<file path="config.mk">
export PLATFORM = sky130hd
export DESIGN_NAME = measure_ctrl
export DESIGN_NICKNAME = d
export VERILOG_FILES = /design/src/rtl/measure_ctrl.sv
export SDC_FILE = /design/constraint.sdc
export NUM_CORES = 1
export LEC_CHECK = 0
export ABC_AREA = 1
export CORE_MARGIN = 2
export CORE_UTILIZATION = 25
export DETAILED_ROUTE_END_ITERATION = 16
export PLACE_DENSITY = 0.53
export SYNTH_ARGS = -nofsm -noshare
export SYNTH_HDL_FRONTEND = slang
export SYNTH_SLANG_ARGS = --single-unit
</file>
<file path="constraint.sdc">
create_clock -name clk -period 3.9 [get_ports clk]
set_clock_uncertainty 0.2 [all_clocks]
set_input_delay 0.585 -clock clk [delete_from_list [all_inputs] [get_ports clk]]
set_output_delay 0.585 -clock clk [all_outputs]
set_load 0.005 [all_outputs]
</file>
<file path="src/rtl/measure_ctrl.sv">
// Joystick-position measurement: counts comparator-high time over one triangle
// period, clamps and hysteresis-filters the result, and drives a display digit select.
module measure_ctrl #(
  parameter int PERIOD   = 1000,
  parameter int TICK_DIV = 10,
  parameter int WIDTH    = 7,
  parameter int MAX_VAL  = 99,
  parameter int HYST     = 1,
  parameter int DISP_DIV = 50
) (
  input  logic             clk,
  input  logic             rst,
  input  logic             en,
  input  logic             comp,
  output logic [WIDTH-1:0] raw,
  output logic [WIDTH-1:0] value,
  output logic             value_stb,
  output logic             sat,
  output logic             busy,
  output logic             digit_sel
);

  localparam int SYNC_N = 2;
  localparam int WIN_W  = (PERIOD > 1)   ? $clog2(PERIOD)    : 1;
  localparam int TICK_W = (TICK_DIV > 1) ? $clog2(TICK_DIV)  : 1;
  localparam int ACC_W  = $clog2(MAX_VAL + 2);
  localparam int DIV_W  = (DISP_DIV > 1) ? $clog2(DISP_DIV)  : 1;

  localparam logic [WIN_W-1:0]  WIN_LAST  = WIN_W'(PERIOD - 1);
  localparam logic [TICK_W-1:0] TICK_LAST = TICK_W'(TICK_DIV - 1);
  localparam logic [ACC_W-1:0]  ACC_MAX   = ACC_W'(MAX_VAL + 1);
  localparam logic [ACC_W-1:0]  ACC_LIM   = ACC_W'(MAX_VAL);
  localparam logic [DIV_W-1:0]  DIV_LAST  = DIV_W'(DISP_DIV - 1);
  localparam logic [WIDTH-1:0]  RES_MAX   = WIDTH'(MAX_VAL);
  localparam logic [WIDTH-1:0]  HYST_W    = WIDTH'(HYST);

  typedef enum logic [1:0] {
    IDLE,
    MEASURE,
    EVAL
  } state_t;

  state_t            state_reg;
  logic [SYNC_N-1:0] sync_reg;
  logic [WIN_W-1:0]  win_cnt_reg;
  logic [TICK_W-1:0] tick_cnt_reg;
  logic [ACC_W-1:0]  acc_reg;
  logic [WIDTH-1:0]  prev_reg;
  logic              prev_valid_reg;
  logic [WIDTH-1:0]  raw_reg;
  logic [WIDTH-1:0]  value_reg;
  logic              value_stb_reg;
  logic              sat_reg;
  logic              busy_reg;
  logic [DIV_W-1:0]  div_cnt_reg;
  logic              digit_sel_reg;

  logic              comp_sync;
  logic              acc_over;
  logic [WIDTH-1:0]  result;
  logic [WIDTH-1:0]  diff;
  logic              stable;

  assign comp_sync = sync_reg[SYNC_N-1];

  // Clamped window result and its distance from the previous window.
  always_comb begin
    acc_over = (acc_reg > ACC_LIM);
    result   = acc_over ? RES_MAX : WIDTH'(acc_reg);
    diff     = (result >= prev_reg) ? (result - prev_reg) : (prev_reg - result);
    stable   = prev_valid_reg && (diff <= HYST_W);
  end

  always_ff @(posedge clk) begin
    if (rst) begin
      sync_reg <= '0;
    end else begin
      sync_reg <= {sync_reg[SYNC_N-2:0], comp};
    end
  end

  always_ff @(posedge clk) begin
    if (rst) begin
      state_reg      <= IDLE;
      win_cnt_reg    <= '0;
      tick_cnt_reg   <= '0;
      acc_reg        <= '0;
      prev_reg       <= '0;
      prev_valid_reg <= 1'b0;
      raw_reg        <= '0;
      value_reg      <= '0;
      value_stb_reg  <= 1'b0;
      sat_reg        <= 1'b0;
      busy_reg       <= 1'b0;
    end else begin
      value_stb_reg <= 1'b0;
      case (state_reg)
        IDLE: begin
          // Any idle period invalidates the stored previous window.
          prev_valid_reg <= 1'b0;
          if (en) begin
            state_reg    <= MEASURE;
            win_cnt_reg  <= '0;
            tick_cnt_reg <= '0;
            acc_reg      <= '0;
            busy_reg     <= 1'b1;
          end
        end
        MEASURE: begin
          if (!en) begin
            state_reg      <= IDLE;
            busy_reg       <= 1'b0;
            prev_valid_reg <= 1'b0;
          end else begin
            if (comp_sync) begin
              if (tick_cnt_reg == TICK_LAST) begin
                tick_cnt_reg <= '0;
                if (acc_reg != ACC_MAX) begin
                  acc_reg <= acc_reg + 1'b1;
                end
              end else begin
                tick_cnt_reg <= tick_cnt_reg + 1'b1;
              end
            end
            if (win_cnt_reg == WIN_LAST) begin
              state_reg <= EVAL;
            end else begin
              win_cnt_reg <= win_cnt_reg + 1'b1;
            end
          end
        end
        EVAL: begin
          raw_reg        <= result;
          sat_reg        <= acc_over;
          prev_reg       <= result;
          prev_valid_reg <= 1'b1;
          if (stable) begin
            value_reg     <= result;
            value_stb_reg <= 1'b1;
          end
          if (en) begin
            state_reg    <= MEASURE;
            win_cnt_reg  <= '0;
            tick_cnt_reg <= '0;
            acc_reg      <= '0;
          end else begin
            state_reg <= IDLE;
            busy_reg  <= 1'b0;
          end
        end
        default: begin
          state_reg <= IDLE;
          busy_reg  <= 1'b0;
        end
      endcase
    end
  end

  // Free-running display divider, deliberately independent of the FSM.
  always_ff @(posedge clk) begin
    if (rst) begin
      div_cnt_reg   <= '0;
      digit_sel_reg <= 1'b0;
    end else if (div_cnt_reg == DIV_LAST) begin
      div_cnt_reg   <= '0;
      digit_sel_reg <= ~digit_sel_reg;
    end else begin
      div_cnt_reg <= div_cnt_reg + 1'b1;
    end
  end

  assign raw       = raw_reg;
  assign value     = value_reg;
  assign value_stb = value_stb_reg;
  assign sat       = sat_reg;
  assign busy      = busy_reg;
  assign digit_sel = digit_sel_reg;

endmodule

</file>
==> impl_summary.md <==
Power
The power density relative to cell area is about 350 nW/um2. The highest ir drop seen on vdd is between 0.15 and 0.2 mV. The combinational power share is ~20%.

The power dissipated by switching net loads is approximately 370 uW. Internal power comes to about 920 uW. Per report_power, the clock group accounts for 37.8% of the total.

The static leakage is about 0.0016 uW. In this run, flip-flops and latches consume 42.2% of the power. The switching fraction of total power is between 20% and 30%.

Global routing
The number of antenna violations at the first check in global routing was 0. The residual overflow from global routing is 0. The number of global-route vias before repair is ~2,700. The first-pass GRT wire length is around 12 mm. The maximum number of pins on one net before global-route repair is 22. The aggregate global-route resource usage is 11.4%.

Clock tree
The number of setup buffers added after CTS is 0. The number of hold buffers added after cts is 0. TritonCTS created 5 clock buffers.

The maximum level of the CTS H-tree is 2. Post-CTS repair changed the size of 0 cells. The maximum clock insertion buffer count is 2. Clock latency on the worst-skew pair, taken at its later pin, is slightly below 0.3 ns. The cell sitting at the root of the clock tree is a sky130_fd_sc_hd__clkbuf_16. The clock-pin slew on the worst setup and hold paths is roughly 0.07 ns.

The clock net in this run drives a total of 50 sinks. TritonCTS built the clock tree.

Drt
After detailed routing, the average wire length per cell comes to about 11 um. The count of nets left with antenna violations once routing finished came out at 0. The starting DRC count in detailed routing is 201. The routed layout has between 2,000 and 3,000 vias. The number of iterations in the first detailed-routing pass is 4. The final routed DRC violation total is 0. After detailed routing, the number of vias per cell comes to 4.38.

The aggregate routed wire length is ~7 mm.

STA
The actual slew at the worst max-slew pin is 0.566 ns. The number of endpoints failing setup at the final stage is 0. The worst setup slack after layout is around 0.63 ns. The clock period could shrink to approximately 3.3 ns.

In the finished design, the share of the clock period the worst path needs comes to approximately 84%. The number of slew-limit violations in the final report is 0. The hold violation count in the final report came to 0. Setup repair after global routing left no endpoint under its margin. The final setup TNS is 0 ns. The fmax is roughly 300 MHz. The worst-case headroom to the max-slew limit is between 60 and 70%.

Floorplan
In this run the vertical extent of the chip is roughly 120 um. The floorplan step defined a core boundary enclosing 12,100 um2. The row count is 40. The die is ~120 um wide. The I/O pin count is 22.

The initial utilization of the core area, before any placement, comes to 25.7%. The floorplan step defined a die boundary enclosing about 13,000 um2.

Setup path
For the worst setup path, the data required time is 3.93 ns. The type of the worst setup path is register to register. The startpoint type of the worst setup path is a register. Walking the worst path, the cells encountered are ha_1 -> inv_1 -> nand3_1 -> a31oi_1 -> nor2_1 -> inv_1 -> ha_1 -> fa_1 -> inv_1 -> nand2_1 -> a21boi_0 -> nand3_1 -> nor2_1 -> nand3_1 -> nand2_2 -> nand3_4 -> nand2_1 -> nand2_1 -> nor2_1. The cell type group with the largest total delay on the critical path is simple AND/OR/NAND/NOR gates. Data arrives at the worst endpoint at about 3.3 ns.

The kind of capture point of the worst setup path is a register. The highest-delay cell along the critical path is sky130_fd_sc_hd__fa_1. The largest fanout on the critical path is 15. Together, buffers and inverters on the worst path number 3. In this design, the stage delay of the slowest critical-path cell is approximately 0.4 ns.

Place
During placement, the flow inserted port buffers numbering 21. The cell count after placement is between 600 and 700. Detailed placement finished with a half-perimeter wire length of between 5 and 6 mm.

The routability congestion estimate is 0.945. Prior to clock tree synthesis, the placed netlist has a worst setup slack of approximately 0.65 ns.

Final layout
The most common cell after layout, fill and taps aside is sky130_fd_sc_hd__nand2_1. The repair_antennas step left the layout with diodes totalling 0. In the final layout, the share of cells above drive strength 1 is between 6 and 7%.

After filler insertion, the fill cell instance count of the layout stands at ~1,300. From synthesis to final layout, the design area changed by 17.4%. The flip-flop count of the largest register after layout is 10. In the final design database the tool counted about 500 nets.

The top cell types in the final layout, fill and taps aside, are sky130_fd_sc_hd__nand2_1 (88), sky130_fd_sc_hd__inv_1 (76), sky130_fd_sc_hd__nor2_1 (63). The non-filler instance count after layout is 641.

Logic synthesis
After synthesis, the share of flip-flops with an asynchronous set or reset is 0%. The flip-flop and latch count after synthesis is 50. The synthesized netlist cell count is roughly 450. Among all flip-flop cells after synthesis, the most frequent one is sky130_fd_sc_hd__dfxtp_1. The mean cell area of the mapped netlist is 6.83 um2. The number of nets in the synthesized netlist is 483. The number of flops mapped to enable cells by yosys is 0. The netlist area before placement is slightly above 3000 um2.

Sequential elements use between 30 and 40% of the synthesized area. The number of warning messages in the yosys log is 0. The number of distinct library cells after synthesis is 36.

Status
The run finished with clean final reports.

Min path
The path class of the tightest hold or removal check is register to register.

Job
The tool flagged a number of max-cap violations equal to 0.
## cell families (layout without fill, tap and decap cells)
family | count (synthesis) | after routing | synth area share (%)
AO/OA/AOI/OAI | 62 | 62 | 11.3
AND/OR/NAND/NOR | 221 | 221 | 32.4
flip-flops | 50 | 50 | 32.3
buffers and inverters | 88 | 108 | 11.3
adder cells (fa/ha/maj) | 26 | 26 | 11.0
XOR/XNOR | 6 | 6 | 1.70
## final cells by class
class | instances | area [um2] | share of cell area [%]
inverters | 79 | 297 | 8.16
clock inverters | 2 | 38.8 | 1.07
clock buffers | 5 | 125 | 3.44
well taps | 168 | 210 | 5.79
multi-input cells | 315 | 1740 | 48.0
flip-flops and latches | 50 | 1000 | 27.5
repair buffers | 22 | 218 | 5.99
## synthesized netlist by cell type (2+ instances only)
cell type	instances	area share, %
sky130_fd_sc_hd__ha_1	24	9.7
sky130_fd_sc_hd__xnor2_1	2	0.57
sky130_fd_sc_hd__nor2_4	2	0.73
sky130_fd_sc_hd__nand3_1	20	3.2
sky130_fd_sc_hd__a21oi_1	31	5.0
sky130_fd_sc_hd__nor4_1	3	0.61
sky130_fd_sc_hd__xor2_1	4	1.1
sky130_fd_sc_hd__dfxtp_1	50	32
sky130_fd_sc_hd__nand2_1	88	11
sky130_fd_sc_hd__nand4_1	16	3.2
sky130_fd_sc_hd__fa_1	2	1.3
sky130_fd_sc_hd__nand2_2	9	1.8
sky130_fd_sc_hd__o21ai_2	3	0.85
sky130_fd_sc_hd__nor3_1	14	2.3
sky130_fd_sc_hd__clkbuf_1	5	0.61
sky130_fd_sc_hd__inv_2	2	0.24
sky130_fd_sc_hd__inv_1	76	9.2
sky130_fd_sc_hd__o21ai_0	16	2.6
sky130_fd_sc_hd__nor2_1	63	7.6
sky130_fd_sc_hd__a211oi_1	5	1.2
sky130_fd_sc_hd__buf_4	3	0.73
## power by group through the flow
stage / clock network (uW) / registers (uW) / logic (uW)
after floorplan: 0 / 552 / 199
after global placement: 0 / 555 / 255
after detailed placement: 0 / 556 / 257
after CTS: 513 / 544 / 258
after global routing: 528 / 547 / 298
final: 488 / 544 / 258
## path summary, 6_finish.rpt
check             depth (start not counted)          end  slack, ns         from
setup reg to reg                         19     value[0]       0.63   acc_reg[0]
hold reg to reg                           2  sync_reg[1]       0.20  sync_reg[0]
hold / removal                            2  sync_reg[1]       0.20  sync_reg[0]
setup / recovery                         19     value[0]       0.63   acc_reg[0]
## per-stage QoR
| stage | hold slack [ns] | cell area (um2) | power, uW | utilization, % |
|---|---|---|---|---|
| 6_report | 0.204 | 3630 | 1290 | 30.1 |
| 5_1_grt | 0.244 | 3630 | 1370 | 30.1 |
| 3_5_place_dp | 0.197 | 3470 | 813 | 28.8 |
| 3_3_place_gp | 0.189 | 3470 | 810 | 28.8 |
| 4_1_cts | 0.207 | 3630 | 1320 | 30.1 |
| 2_1_floorplan | 0.188 | 3090 | 751 | - |
## worst register-to-register path, cell delays in order, from the launching register on
cell,delay (ns)
sky130_fd_sc_hd__dfxtp_1,0.37
sky130_fd_sc_hd__ha_1,0.19
sky130_fd_sc_hd__inv_1,0.07
sky130_fd_sc_hd__nand3_1,0.06
sky130_fd_sc_hd__a31oi_1,0.14
sky130_fd_sc_hd__nor2_1,0.18
sky130_fd_sc_hd__inv_1,0.11
sky130_fd_sc_hd__ha_1,0.25
sky130_fd_sc_hd__fa_1,0.40
sky130_fd_sc_hd__inv_1,0.11
sky130_fd_sc_hd__nand2_1,0.07
sky130_fd_sc_hd__a21boi_0,0.16
sky130_fd_sc_hd__nand3_1,0.10
sky130_fd_sc_hd__nor2_1,0.16
sky130_fd_sc_hd__nand3_1,0.12
sky130_fd_sc_hd__nand2_2,0.09
sky130_fd_sc_hd__nand3_4,0.16
sky130_fd_sc_hd__nand2_1,0.10
sky130_fd_sc_hd__nand2_1,0.05
sky130_fd_sc_hd__nor2_1,0.10
## routing by layer
metal,vias to the layer above,global-route usage (%),routed length [um]
met3,6,1.90,241
met1,1269,15.0,3430
met4,0,3.94,75
met2,52,19.0,3210
li1,1483,-,-
met5,-,0,0
Note: power is estimated with default switching activity, not from simulation.
==> RTL change (config.mk and constraints unchanged) <==
`TICK_DIV`: 10 -> 20.
--- a/src/rtl/measure_ctrl.sv
+++ b/src/rtl/measure_ctrl.sv
@@ -3,5 +3,5 @@
 module measure_ctrl #(
   parameter int PERIOD   = 1000,
-  parameter int TICK_DIV = 10,
+  parameter int TICK_DIV = 20,
   parameter int WIDTH    = 7,
   parameter int MAX_VAL  = 99,
Behaviour: no difference found for any inputs over 10 cycles, from zero or initial values and one cycle with rst high; that may be too few to reach the edited logic, so the function may still have changed.
==> RTL change against the original RTL <==
Maximum frequency fell by 0.12%. Sequential cell count rose by 1. Final area rose by 0.86%. Core utilization rose by 0.13 points. Worst setup slack got worse by 0.0038 ns. Area after synthesis rose by 0.69%. Routed wire length rose by 2.2%.
Power is not compared: it rests on default switching activity, and its combinational part moved more than twofold at a synthesized area within 25%.
==> RTL change: results (changes against the original RTL) <==
cts_made_buffers: 5  # unchanged
grt_usage_pct: 11.35  # was 11.41%
dp_slack_ns: 0.6326  # was 0.6476 ns
peakVddDrop_v: 0.0002358
grt_pass1_vias: 2746  # was 2,714
outcome: "completed"  # unchanged
place_congestion: 0.8905  # was 0.9453
cts-resized-gates: 0  # unchanged
grt_pass1_wl_mm: 12.36  # was 12.37 mm
dr_total_vias: 2893  # was 2,810
clk_latency_ns: 0.30
ys_seq_area_share_pct: 32.77  # was 32.35%
ys_top_cells_by_area: "dfxtp_1 33%, nand2_1 11%, inv_1 10%, ha_1 9.2%, nor2_1 5.8%"  # was dfxtp_1 32%, nand2_1 11%, ha_1 9.7%, inv_1 9.2%, nor2_1 7.6%
drc_errors: 0  # unchanged
critPathMaxStageDelay_ns: 0.42  # was 0.40 ns
yosys_warnings: 0  # unchanged
syn_nets: 487  # was 483
antenna_found_initial: 0  # unchanged
tightest_slew_ns: 0.5888  # was 0.5656 ns
postPlaceCellArea_um2: 3511  # was 3470 µm²
slowest_stage: "fa_1"  # unchanged
totalWireLength_mm: 7.112  # was 6.957 mm
final_layout_size_suffix_gt1_share_pct: 5.613  # was 6.342%
worst-path-max-fanout: 8  # was 15
cts_max_level: 2  # unchanged
leakage_nw: 1.619
first_pass_iters: 5  # was 4
arrival_ns: 3.30  # was 3.29 ns
cts-root-buf: "clkbuf_16"  # unchanged
hp-class: "flip-flop to flip-flop"  # unchanged
drt_iter0_drc: 168  # was 201
ys_types: 37  # was 36
path_clk_slew_ns: 0.08
dpl.cell_count: 641  # was 634
n_antenna_cell: 0  # unchanged
synthArstFlopShare_pct: 0  # unchanged
grt_max_degree: 19  # was 22
post_cts_buffers: 0  # unchanged
finalNetCount: 509  # was 503
cts_buffer_depth: 2  # unchanged
largest_reg_flops: 10  # unchanged
stdcell_count: 649  # was 641
synthCells: 458  # was 453
portBuffers: 21  # unchanged
netlist_top_cells_count: "91 x nand2_1, 87 x inv_1, 51 x dfxtp_1"  # was 88 x nand2_1, 76 x inv_1, 63 x nor2_1
dp_hpwl_mm: 5.576  # was 5.387 mm
[RTL change: cell types whose count changed after synthesis, moves of 3 or more]
cell	delta
nand4_1	+5
nor4_1	-3
o21ai_0	+3
inv_1	+11
nand2_1	+3
nand2_2	-8
nor2_1	-15
[RTL change: critical path, delay by kind of cell, from the launching register on]
kind	cells	cell delay, ns
adders and majority gates	3	0.87
buffers and inverters	4	0.33
DFF	1	0.39
AOI/OAI and AO/OA	1	0.10
and+or+nand+nor	11	1.31
[RTL change: final timing paths]
check,startpoint,end,slack [ns],cells after the start
worst max-delay path,acc_reg[0],value[1],0.63,19
worst min-delay path,sync_reg[0],sync_reg[1],0.20,2
worst max register to register,acc_reg[0],value[1],0.63,19
worst min register to register,sync_reg[0],sync_reg[1],0.20,2
[RTL change: area by class of cell]
class	instances	area, µm²
clock buffers	5	125.1
flip-flops and latches	51	1021
repair buffers	24	232.7
multi-input cells	308	1709
clock inverters	3	28.78
well taps	168	210.2
inverters	90	337.8
fillers	1357	8447
[RTL change: kinds of logic (layout without fill, tap and decap cells)]
logic type / Yosys count / after routing / share of synthesized area (%)
adders and majority gates: 25 / 25 / 10.52
buffers and inverters: 99 / 122 / 12.37
xor gates and xnor gates: 4 / 4 / 1.124
DFF: 51 / 51 / 32.77
AOI/OAI and AO/OA: 67 / 67 / 11.85
and+or+nand+nor: 212 / 212 / 31.37
[RTL change: per-layer routing]
layer  GRT usage (%)  part of all wire, %  wire length (µm)
met1           14.65                   49              3513
met4           3.095                 0.90                64
met5               0                    0                 0
met2           19.34                   46              3265
met3           2.301                  3.8               268
[RTL change: power breakdown]
part	internal, W	switching, W
sequential	0.000596	0.0000681
combinational	0.000456	0.000841
clock	0.000245	0.000219
